File: src/rtl/i2c_reg_bank_if.sv
// Register-access bus between the I2C slave (SCL domain) and the clk-domain register bank.
interface i2c_reg_bank_if;
    logic       wr_strobe_async;
    logic [7:0] addr_async;
    logic [7:0] wdata_async;
    logic [7:0] rd_data;

    modport master (output wr_strobe_async, output addr_async, output wdata_async, input rd_data);
    modport slave  (input wr_strobe_async, input addr_async, input wdata_async, output rd_data);
endinterface

File: src/rtl/i2c_reg_bank.sv
// clk-domain register map behind the I2C slave: ID, CTRL, STATUS/sticky and NUM_CFG config registers.
// Define REG_BANK_WRCNT_EN to add a saturating accepted-write counter at 0xFF.
module i2c_reg_bank #(
    parameter int unsigned NUM_CFG     = 4,
    parameter int unsigned SYNC_STAGES = 2,
    parameter logic [7:0]  ID_VALUE    = 8'hA5
) (
    input  logic                 clk,
    input  logic                 rstn,
    i2c_reg_bank_if.slave        bus,
    input  logic [3:0]           status_in,
    input  logic [3:0]           event_in,
    output logic                 enable,
    output logic                 soft_rst,
    output logic [8*NUM_CFG-1:0] cfg_out
);

    logic [SYNC_STAGES-1:0] wr_sync;
    logic [SYNC_STAGES-1:0] wr_vld;
    logic                   wr_prev;
    logic                   wr_armed;
    logic                   wr_pulse;
    logic [7:0]             addr_sync [SYNC_STAGES];
    logic [7:0]             rd_addr_q;
    logic [3:0]             sticky;
    logic [7:0]             rd_mux;
    logic                   wr_ctrl;
    logic                   wr_stat;
    logic [NUM_CFG-1:0]     wr_cfg;

    // wr_vld tracks which sync flops hold real samples; the detector arms only after a genuine
    // low is seen, so a strobe still high across reset release cannot cause a write.
    always_ff @(posedge clk or negedge rstn) begin
        if (!rstn) begin
            wr_sync  <= '0;
            wr_vld   <= '0;
            wr_prev  <= 1'b0;
            wr_armed <= 1'b0;
        end else begin
            wr_sync  <= {wr_sync[SYNC_STAGES-2:0], bus.wr_strobe_async};
            wr_vld   <= {wr_vld[SYNC_STAGES-2:0], 1'b1};
            wr_prev  <= wr_sync[SYNC_STAGES-1];
            wr_armed <= wr_armed | (wr_vld[SYNC_STAGES-1] & ~wr_sync[SYNC_STAGES-1]);
        end
    end

    assign wr_pulse = wr_armed & wr_sync[SYNC_STAGES-1] & ~wr_prev;

    always_ff @(posedge clk or negedge rstn) begin
        if (!rstn) begin
            for (int unsigned i = 0; i < SYNC_STAGES; i++) addr_sync[i] <= '0;
            rd_addr_q <= '0;
        end else begin
            addr_sync[0] <= bus.addr_async;
            for (int unsigned i = 1; i < SYNC_STAGES; i++) addr_sync[i] <= addr_sync[i-1];
            // Only accept an address once two consecutive samples agree.
            if (addr_sync[SYNC_STAGES-1] == addr_sync[SYNC_STAGES-2])
                rd_addr_q <= addr_sync[SYNC_STAGES-1];
        end
    end

    always_comb begin
        wr_ctrl = wr_pulse && (bus.addr_async == 8'h01);
        wr_stat = wr_pulse && (bus.addr_async == 8'h02);
        wr_cfg  = '0;
        for (int unsigned i = 0; i < NUM_CFG; i++)
            wr_cfg[i] = wr_pulse && (bus.addr_async == 8'(3 + i));
    end

    always_ff @(posedge clk or negedge rstn) begin
        if (!rstn) begin
            enable   <= 1'b0;
            soft_rst <= 1'b0;
            sticky   <= '0;
            cfg_out  <= '0;
        end else begin
            soft_rst <= wr_ctrl & bus.wdata_async[1];
            if (wr_ctrl) enable <= bus.wdata_async[0];
            // Event set has priority over a simultaneous W1C.
            sticky <= (sticky & ~(wr_stat ? bus.wdata_async[7:4] : 4'h0)) | event_in;
            for (int unsigned i = 0; i < NUM_CFG; i++)
                if (wr_cfg[i]) cfg_out[8*i +: 8] <= bus.wdata_async;
        end
    end

`ifdef REG_BANK_WRCNT_EN
    logic       wr_mapped;
    logic [7:0] wr_cnt;

    assign wr_mapped = wr_ctrl | wr_stat | (|wr_cfg);

    always_ff @(posedge clk or negedge rstn) begin
        if (!rstn)
            wr_cnt <= '0;
        else if (wr_pulse && (bus.addr_async == 8'hFF))
            wr_cnt <= '0;
        else if (wr_mapped && (wr_cnt != 8'hFF))
            wr_cnt <= wr_cnt + 8'd1;
    end
`endif

    always_comb begin
        rd_mux = '0;
        case (rd_addr_q)
            8'h00: rd_mux = ID_VALUE;
            8'h01: rd_mux = {7'b0, enable};
            8'h02: rd_mux = {sticky, status_in};
`ifdef REG_BANK_WRCNT_EN
            8'hFF: rd_mux = wr_cnt;
`endif
            default: begin
                for (int unsigned i = 0; i < NUM_CFG; i++)
                    if (rd_addr_q == 8'(3 + i)) rd_mux = cfg_out[8*i +: 8];
            end
        endcase
    end

    always_ff @(posedge clk or negedge rstn) begin
        if (!rstn) bus.rd_data <= '0;
        else       bus.rd_data <= rd_mux;
    end

endmodule

File: src/flat_wrapper.sv
// flat-port wrapper written by rule: the top's interface ports become plain ports
module i2c_reg_bank_flat 
#(
    parameter int unsigned NUM_CFG     = 4,
    parameter int unsigned SYNC_STAGES = 2,
    parameter logic [7:0]  ID_VALUE    = 8'hA5
)
  (clk, rstn, status_in, event_in, enable, soft_rst, cfg_out, bus_wr_strobe_async, bus_addr_async, bus_wdata_async, bus_rd_data);
  i2c_reg_bank_if bus_i ();
  input  logic clk;
  input  logic rstn;
  input  logic [3:0] status_in;
  input  logic [3:0] event_in;
  output logic enable;
  output logic soft_rst;
  output logic [8*NUM_CFG-1:0] cfg_out;
  input wire logic [$bits(bus_i.wr_strobe_async)-1:0] bus_wr_strobe_async;
  input wire logic [$bits(bus_i.addr_async)-1:0] bus_addr_async;
  input wire logic [$bits(bus_i.wdata_async)-1:0] bus_wdata_async;
  output wire logic [$bits(bus_i.rd_data)-1:0] bus_rd_data;
  assign bus_i.wr_strobe_async = bus_wr_strobe_async;
  assign bus_i.addr_async = bus_addr_async;
  assign bus_i.wdata_async = bus_wdata_async;
  assign bus_rd_data = bus_i.rd_data;
  i2c_reg_bank #(.NUM_CFG(NUM_CFG), .SYNC_STAGES(SYNC_STAGES), .ID_VALUE(ID_VALUE)) u_core (.clk(clk), .rstn(rstn), .bus(bus_i), .status_in(status_in), .event_in(event_in), .enable(enable), .soft_rst(soft_rst), .cfg_out(cfg_out));
endmodule
File: config.mk
export PLATFORM = sky130hd
export DESIGN_NAME = i2c_reg_bank_flat
export DESIGN_NICKNAME = d
export VERILOG_FILES = /design/src/rtl/i2c_reg_bank_if.sv /design/src/rtl/i2c_reg_bank.sv /design/src/flat_wrapper.sv
export SDC_FILE = /design/constraint.sdc
export NUM_CORES = 1
export LEC_CHECK = 0
export BUFFER_PORTS_ARGS = -buffer_cell sky130_fd_sc_hd__buf_2
export CORE_AREA = 2 2 91 93
export DETAILED_ROUTE_END_ITERATION = 12
export DIE_AREA = 0 0 93 95
export GPL_ROUTABILITY_DRIVEN = 1
export GPL_TIMING_DRIVEN = 0
export SYNTH_ARGS = -nofsm -noshare
export SYNTH_HDL_FRONTEND = slang
export SYNTH_SLANG_ARGS = --single-unit
export TNS_END_PERCENT = 50
File: constraint.sdc
create_clock -name clk -period 2.38 [get_ports clk]
set_clock_uncertainty 0.2 [all_clocks]
set_input_delay 0.119 -clock clk [delete_from_list [all_inputs] [get_ports clk]]
set_output_delay 0.119 -clock clk [all_outputs]
set_load 0.01 [all_outputs]
Word level (Yosys, flattened, before mapping)
Index checks and enable logic that the tools add are counted.
- bits in registers: 76
- input bits: 27
- output and inout bits: 42
- logic and storage cells: 51
- equality and inequality tests: 13
- multiplexer cells: 6
- bitwise gates (word level): 10
- reductions and logical operators: 7
- operator list (operator ; number):
    == test 8 x 3 -> 1 bit (second input constant) ; 6
    == test 8 x 2 -> 1 bit (second input constant) ; 4
    2-to-1 mux 8 bit ; 4
    case mux 8 bit (3 select lines) ; 1
    == test 8 x 1 -> 1 bit (second input constant) ; 2
    == test 8 bit ; 1
    logical NOT 8 bit ; 1
    logical AND 1 bit ; 6
    AND 1 bit ; 4
    AND 4 bit ; 1
    2-to-1 mux 4 bit ; 1
    inverter 4 bit ; 1
    OR 4 bit ; 1
    inverter 1 bit ; 2
    OR 1 bit ; 1

Depth between registers and ports, before layout
Gate-level depths: netlist (run 1).
- depth after elaboration: 7
- depth in mapped cells: 6
- gate-level depth less buffers: 4

Least setup slack after synthesis (run 1)
OpenSTA, ideal clock, no wires.
- path kind: register to register
- from: reg u_core.wr_prev
- to: reg u_core.cfg_out[24]
- library setup time: 0.125 ns
- arrival: 1.494 ns
- required time: 2.055 ns
- slack: 0.561 ns
- stages on the path, launching flop included: 5
- path buffers: 1
- clock period less this slack: 1.819 ns
- cell sequence: dfrtp_1 > nand3b_1 > or4b_1 > buf_6 > mux2_4
- word-level cells in the longest chain between the ends: 3
- ends and longest elaborated chain (element ; line ; source):
    from (decl) ; i2c_reg_bank.sv:20 ; logic wr_prev;
    from (signal assigned) ; i2c_reg_bank.sv:42 ; wr_prev <= wr_sync[SYNC_STAGES-1];
    inverter 1 bit ; i2c_reg_bank.sv:47 ; assign wr_pulse = wr_armed & wr_sync[SYNC_STAGES-1] & ~wr_prev;
    AND 1 bit ; i2c_reg_bank.sv:47 ;
    logical AND 1 bit ; i2c_reg_bank.sv:67 ; wr_cfg[i] = wr_pulse && (bus.addr_async == 8'(3 + i));
    to (signal, indexed assignment) ; i2c_reg_bank.sv:82 ; if (wr_cfg[i]) cfg_out[8*i +: 8] <= bus.wdata_async;
    to (decl) ; i2c_reg_bank.sv:15 ; output logic [8*NUM_CFG-1:0] cfg_out
Every way passes these cells.
A chain may end at the register's enable or synchronous reset.

Final worst setup path (run 1)
- from: in bus_addr_async[3]
- to: reg u_core.sticky[1]
- word-level cells in the longest chain between the ends: 6
- ends and longest elaborated chain (element ; line ; source):
    from (decl) ; flat_wrapper.sv:18 ; input wire logic [$bits(bus_i.addr_async)-1:0] bus_addr_async;
    == test 8 x 2 -> 1 bit ; i2c_reg_bank.sv:64 ; wr_stat = wr_pulse && (bus.addr_async == 8'h02);
    logical AND 1 bit ; i2c_reg_bank.sv:64 ;
    2-to-1 mux 4 bit ; i2c_reg_bank.sv:80 ; sticky <= (sticky & ~(wr_stat ? bus.wdata_async[7:4] : 4'h0)) | event_in;
    inverter 4 bit ; i2c_reg_bank.sv:80 ;
    AND 4 bit ; i2c_reg_bank.sv:80 ;
    OR 4 bit ; i2c_reg_bank.sv:80 ;
    to (signal assigned) ; i2c_reg_bank.sv:80 ;
    to (decl) ; i2c_reg_bank.sv:25 ; logic [3:0] sticky;
Every way passes these cells.

==> results.md, run 1 <==
* Met1 usage in global routing at 0.220
* Diode count at 0
* Min-Delay Startpoint: status_in[1]
* Peak Freq at 436 MHz
* Most frequent CP cell: dlygate4sd3_1
* Drt drc at 0
* Min-Delay Path Class: in2reg
* GR peak layer: met2
* Worst Path Max Fanout at 5
* Hpwl dp at 4640 um
* Die width at 93 um
* Fin crit period at 2.30 ns
* FF-to-FF path depth at 5
* Core ar. at 0.00793 sq mm
* Slowest Stage Delay on Critical Path at 0.57 ns
* Wirelength, routed at 6640 um
* Crit Path Class: in2reg
* R2r endpoint: u_core.sticky[1]
* Synth Instances at 220
* Fin. max-slew vios at 0
* Hold path endpoint: u_core.bus.rd_data[1]
* CP max-delay cell: dlygate4sd3_1
* Die area at 0.00884 sq mm
* Post-synthesis cell area at 0.00305 sq mm
* Detailed Routing Iterations Pass 1 at 4
* Vias per std cell at 4.88
* Clk slew on worst S/H paths at 0.08 ns
* All-layer global routing usage at 0.162
* Die height at 95 um
* Slew @ Worst Pin at 0.656 ns
* Hold slack at 0.0273 ns
* Port-buffer cells at 68
* Hold depth at 5
* Post-route ant nets at 0
* Final worst slack at 0.0850 ns
* Period utilization at 0.964
* GRT met2 Usage at 0.250
* Slew HR at 0.561
* Largest buffer count on any clock path at 2
* Layout Cell Area excl Fill at 0.00407 sq mm
* TritonCTS Sinks at 76
* Via count at 2127
* Share of cells above drive strength 1 at 0.408
* Syn-to-layout area delta at 33.1%
* Post-placement cell area at 0.00355 sq mm
* Critical path cell sequence: dlygate4sd3_1 -> buf_2 -> nor3b_1 -> and4b_2 -> a21oi_1 -> or2_2 -> dlygate4sd3_1
* Syn Area/Cell at 13.9 sq um
* Gp weighted congestion at 0.744
* Initial core utilization at 0.385
* Crit start category: input pin
* Fill count at 729
* Register Area at 0.00190 sq mm
* Worst path arrival time at 2.31 ns
* Max Cap Viol at 0
* Count of cell types in the netlist at 30
* Initial antenna violation count at 0
* Total setup buffers inserted after CTS at 0
* Power, Total at 3.02 mW
* Status: finished clean
* Critical Path RT at 2.39 ns
* VDD IR max at 0.000328 V
* Nets at 354
* DRT iter0 DRCs at 83
* Largest net degree at the start of global routing at 40
* Root buffer cell: clkbuf_8
* Setup_tns at 0 ns
* Leak at 2.02 nW
* Global-route wire length before repair at 10800 um
* Yosys reg bits at 76
* RSZ-0062 raised after global routing: false
* Row cnt at 33
* Sequential share of the synthesized area at 0.623
* Num CTS Buffers at 9
* Power Dens Cells at 743 mW/mm^2
* Worst skew pair latency at 0.34 ns
* GR Util met3 at 0.0271
* Critical R2R Launch: u_core.wr_prev
* Worst R2R Setup Slack at 0.16 ns
* Place WS at 0.229 ns
* CTS tree: yes
* Gr ovfl total at 0
* Post-Syn Nets at 247
* Footprint of the multi-input gates at 0.00111 sq mm
* CP Capture Type: register
* Routed wire per std cell at 15.2 um
* Finish-stage setup viols at 0
* Hold Fails Final Rpt at 0
* Synthesis Warnings at 0
* H-tree levels at 3
* Number of global-route vias before repair at 2176
* Io pins at 69
cell usage after synthesis (all sizes together):
library cell | n | area (sq um)
conb | 1 | 3.75
a21o | 3 | 22.5
nand4 | 3 | 18.8
a311oi | 3 | 26.3
dfrtp | 76 | 1900
a21oi | 18 | 90.1
nand2b | 1 | 6.26
xnor2 | 8 | 70.1
and3b | 1 | 8.76
and4b | 1 | 10.0
nor4 | 1 | 6.26
or4b | 1 | 10.0
buf | 3 | 21.3
nand3b | 2 | 15.0
nand2 | 4 | 15.0
clkbuf | 4 | 15.0
and3 | 1 | 6.26
nor2 | 12 | 45.0
nand3 | 6 | 30.0
a211oi | 4 | 30.0
nor3b | 2 | 15.0
inv | 4 | 15.0
mux2 | 45 | 537
nor3 | 3 | 20.0
nor2b | 2 | 12.5
mux2i | 9 | 90.1
or2 | 2 | 12.5
metrics by stage:
step           utilization  cells
2_1_floorplan            -    220
3_3_place_gp         0.445    393
3_5_place_dp         0.448    394
4_1_cts              0.512    436
5_1_grt              0.513    436
6_report             0.513    436
power breakdown:
group / internal (mW) / switching, mW
logic: 0.184 / 0.232
clock network: 0.720 / 0.457
registers: 1.38 / 0.0446
total: 2.29 / 0.733
registers in the layout, indices dropped and copies added, names as in the netlist, 2 cells and up:
signal	flops
u_core.cfg_out	32
u_core.sticky	4
u_core.wr_vld	2
u_core.wr_sync	2
u_core.addr_sync	16
u_core.bus.rd_data	8
u_core.rd_addr_q	8
worst max-delay path, delay by kind of cell:
kind	cells	cell delay [ns]
and+or+nand+nor	3	0.84
AOI/OAI and AO/OA	1	0.08
buffers and inverters	3	1.26
final cells by class:
type | instances | share of cell area
Tap cell | 105 | 0.0323
Clock buffer | 11 | 0.0348
Sequential cell | 76 | 0.468
Multi-Input combinational cell | 133 | 0.273
Clock inverter | 4 | 0.0240
Buffer | 7 | 0.00893
Timing Repair Buffer | 96 | 0.156
Inverter | 4 | 0.00369
logic make-up after synthesis:
logic type / share of synthesized area
XOR/XNOR: 0.0229
flip-flops: 0.623
buffers and inverters: 0.0168
AND/OR/NAND/NOR: 0.0758
other: 0.00123
multiplexers: 0.205
AO/OA/AOI/OAI: 0.0553
metal layers:
layer  routed length, um  vias up
li1                    -      999
met1                2950     1049
met2                3290       62
met3                 252       17
met4                 150        0
met5                   0        -
cell usage in the layout, fill, tap and decap left out, types with 2 or more instances in the layout:
cell           instances
dfrtp_1               76
buf_2                 69
mux2_2                37
dlygate4sd3_1         27
a21oi_1               18
nor2_1                12
clkbuf_8              10
mux2i_1                9
mux2_4                 8
xnor2_1                8
nand3_1                6
clkbuf_1               5
nand2_1                4
inv_1                  4
a211oi_1               4
a21o_1                 3
a311oi_1               3
nand4_1                3
bufinv_16              3
nand3b_1               2
nor3b_1                2
or2_2                  2
nor2b_1                2
nor3_1                 2
timing repair:
action | CTS | global route
endpoints found under the hold margin | 124 | 0
hold buffers | 27 | 0
resized for setup | 0 | 2
setup endpoints to repair | 0 | 2
worst max path at each step:
stage	depth (start not counted)	slack, ns	to	from
final	7	0.08	u_core.sticky[1]	bus_addr_async[3]
after global routing	7	0.02	u_core.sticky[1]	bus_addr_async[3]
after CTS	7	0.02	u_core.sticky[1]	bus_addr_async[4]
after detailed placement	4	0.23	u_core.cfg_out[13]	u_core.wr_prev
after global placement	4	0.29	u_core.cfg_out[15]	u_core.wr_prev
after floorplan	4	0.56	u_core.cfg_out[24]	u_core.wr_prev
Note: power is estimated with default switching activity, not from simulation.
==> run 2: changes to the inputs <==
- CORE_AREA: 2 2 91 93 -> 2 2 83 85
- DIE_AREA: 0 0 93 95 -> 0 0 85 87
- PLACE_DENSITY: default -> 0.71
==> results.md, run 2 (synthesis gave the netlist of run 1 again) <==
* Global-route wire length before repair at 10800 um (-0.19%)
* TritonCTS Sinks at 76 (unchanged)
* Clk slew on worst S/H paths at 0.08 ns (about the same)
* Worst Path Max Fanout at 6 (+1)
* Fin. max-slew vios at 0 (unchanged)
* Status: finished clean
* Period utilization at 0.942 (-0.0222)
* Vias per std cell at 5.15 (+5.6%)
* Detailed Routing Iterations Pass 1 at 4 (unchanged)
* Critical R2R Launch: u_core.rd_addr_q[0]
* Via count at 2122 (-0.24%)
* Gp weighted congestion at 0.792 (+6.4%)
* H-tree levels at 3 (unchanged)
* CTS tree: yes
* Finish-stage setup viols at 0 (unchanged)
* Gr ovfl total at 0 (unchanged)
* Port-buffer cells at 68 (unchanged)
* Setup_tns at 0 ns (unchanged)
* Post-route ant nets at 0 (unchanged)
* Crit path from: bus_addr_async[2]
* Power Dens Cells at 733 mW/mm^2 (-1.4%)
* Initial antenna violation count at 0 (unchanged)
* Die width at 85 um (-8.6%)
* Number of global-route vias before repair at 2185 (+0.41%)
* Io pins at 69 (unchanged)
* Crit start category: input pin
* Layout Cell Area excl Fill at 0.00404 sq mm (-0.71%)
* Min-Delay Path Class: in2async
* Nets at 355 (+0.28%)
* Largest buffer count on any clock path at 2 (unchanged)
* Post-placement cell area at 0.00352 sq mm (-0.67%)
* Fill count at 535 (-27%)
* Row cnt at 30 (-9.1%)
* Reg with most FFs: u_core.cfg_out
* Die height at 87 um (-8.4%)
* Fin crit period at 2.24 ns (-0.0530 ns)
* Hold Fails Final Rpt at 0 (unchanged)
* Worst R2R Setup Slack at 0.19 ns (+0.03 ns)
* Slew @ Worst Pin at 0.756 ns (+0.0994 ns)
* Leak at 2.02 nW (+0.16%)
* Worst skew pair latency at 0.35 ns (about the same)
* Drt drc at 0 (unchanged)
* Top flop regs: u_core.cfg_out: 32 flops, u_core.addr_sync: 16 flops
* Routed wire per std cell at 16.0 um (+5.0%)
* Final core utilization at 0.614 (+0.102)
* Root buffer cell: clkbuf_8
* Place WS at 0.170 ns (-0.0588 ns)
* Initial core utilization at 0.465 (+0.0797)
* Commonest non-fill, non-tap cell in the layout: dfrtp_1
* Num CTS Buffers at 9 (unchanged)
* All-layer global routing usage at 0.193 (+0.0311)
* Peak Freq at 446 MHz (+2.4%)
* Hpwl dp at 4440 um (-4.3%)
* Slew HR at 0.494 (-0.0665)
* RSZ-0062 raised after global routing: false
* CP Capture Type: register
* Die area at 0.00740 sq mm (-16%)
* Diode count at 0 (unchanged)
* Core ar. at 0.00657 sq mm (-17%)
* Max FFs per register at 32 (unchanged)
* Share of cells above drive strength 1 at 0.410 (+0.00178)
* Max Cap Viol at 0 (unchanged)
* Crit Path Class: in2reg
* Wirelength, routed at 6590 um (-0.80%)
* Syn-to-layout area delta at 32.2%
* Commonest cells after routing, fill and taps aside: 76 x dfrtp_1, 69 x buf_2, 37 x mux2_2
* VDD IR max at 0.000448 V (+36%)
* Worst path arrival time at 2.28 ns (-0.03 ns)
* Largest net degree at the start of global routing at 50 (+25%)
* Critical Path RT at 2.42 ns (+0.03 ns)
* Final worst slack at 0.138 ns (+0.0530 ns)
* DRT iter0 DRCs at 73 (-12%)
[run 2: cell count changes in the layout (fill, tap and decap cells not counted)]
| cell | delta |
|---|---|
| clkbuf_8 | +1 |
| buf_12 | -1 |
| dlygate4sd3_1 | +1 |
| clkinv_2 | +1 |
| clkbuf_1 | -1 |
| bufinv_16 | -1 |
| buf_16 | +1 |
[run 2: final timing paths]
path / to / cells after the start
setup / recovery: u_core.sticky[3] / 7
hold / removal: u_core.wr_sync[1] / 2
setup reg to reg: u_core.bus.rd_data[0] / 5
hold reg to reg: u_core.wr_vld[1] / 0
max in group asynchronous: u_core.rd_addr_q[4] / 3
min in group clk: u_core.bus.rd_data[2] / 5
[run 2: metal layers]
| metal | track usage | wire [um] |
|---|---|---|
| met5 | 0 | 0 |
| met4 | 0.0895 | 116 |
| met3 | 0.0474 | 255 |
| met2 | 0.305 | 3180 |
| met1 | 0.254 | 3030 |
[run 2: report_power, final]
group | switching (mW) | internal (mW) | total (mW)
logic | 0.239 | 0.186 | 0.425
clock network | 0.462 | 0.640 | 1.10
registers | 0.0463 | 1.39 | 1.43
total | 0.747 | 2.21 | 2.96
[run 2: final cells by class]
cell class	instances	area, sq um	area share
Sequential cell	76	1900	0.471
Tap cell	80	100	0.0248
Timing Repair Buffer	97	651	0.161
Inverter	4	15.0	0.00372
Clock inverter	4	72.6	0.0180
Clock buffer	11	151	0.0375
Multi-Input combinational cell	133	1110	0.275
Buffer	7	36.3	0.00899
[run 2: critical path: stages]
cell	delay, ns
dlygate4sd3_1	0.54
buf_2	0.16
nor3b_1	0.22
and4b_2	0.33
a21oi_1	0.08
or2_2	0.27
dlygate4sd3_1	0.55
[run 2: timing repair]
item	in CTS	in global routing
hold endpoints to repair	125	0
hold buffers	28	0
resized for setup	0	2
setup buffers	0	0
setup endpoints to repair	0	2
[run 2: stage by stage]
stage / power, mW / cells / hold slack (ns)
finish: 2.96 / 412 / 0.0334
global route: 3.10 / 412 / 0.0505
CTS: 2.98 / 412 / 0.0310
detailed placement: 1.85 / 369 / -0.129
global placement: 1.84 / 368 / 0.0280
floorplan: 1.66 / 220 / -0.377
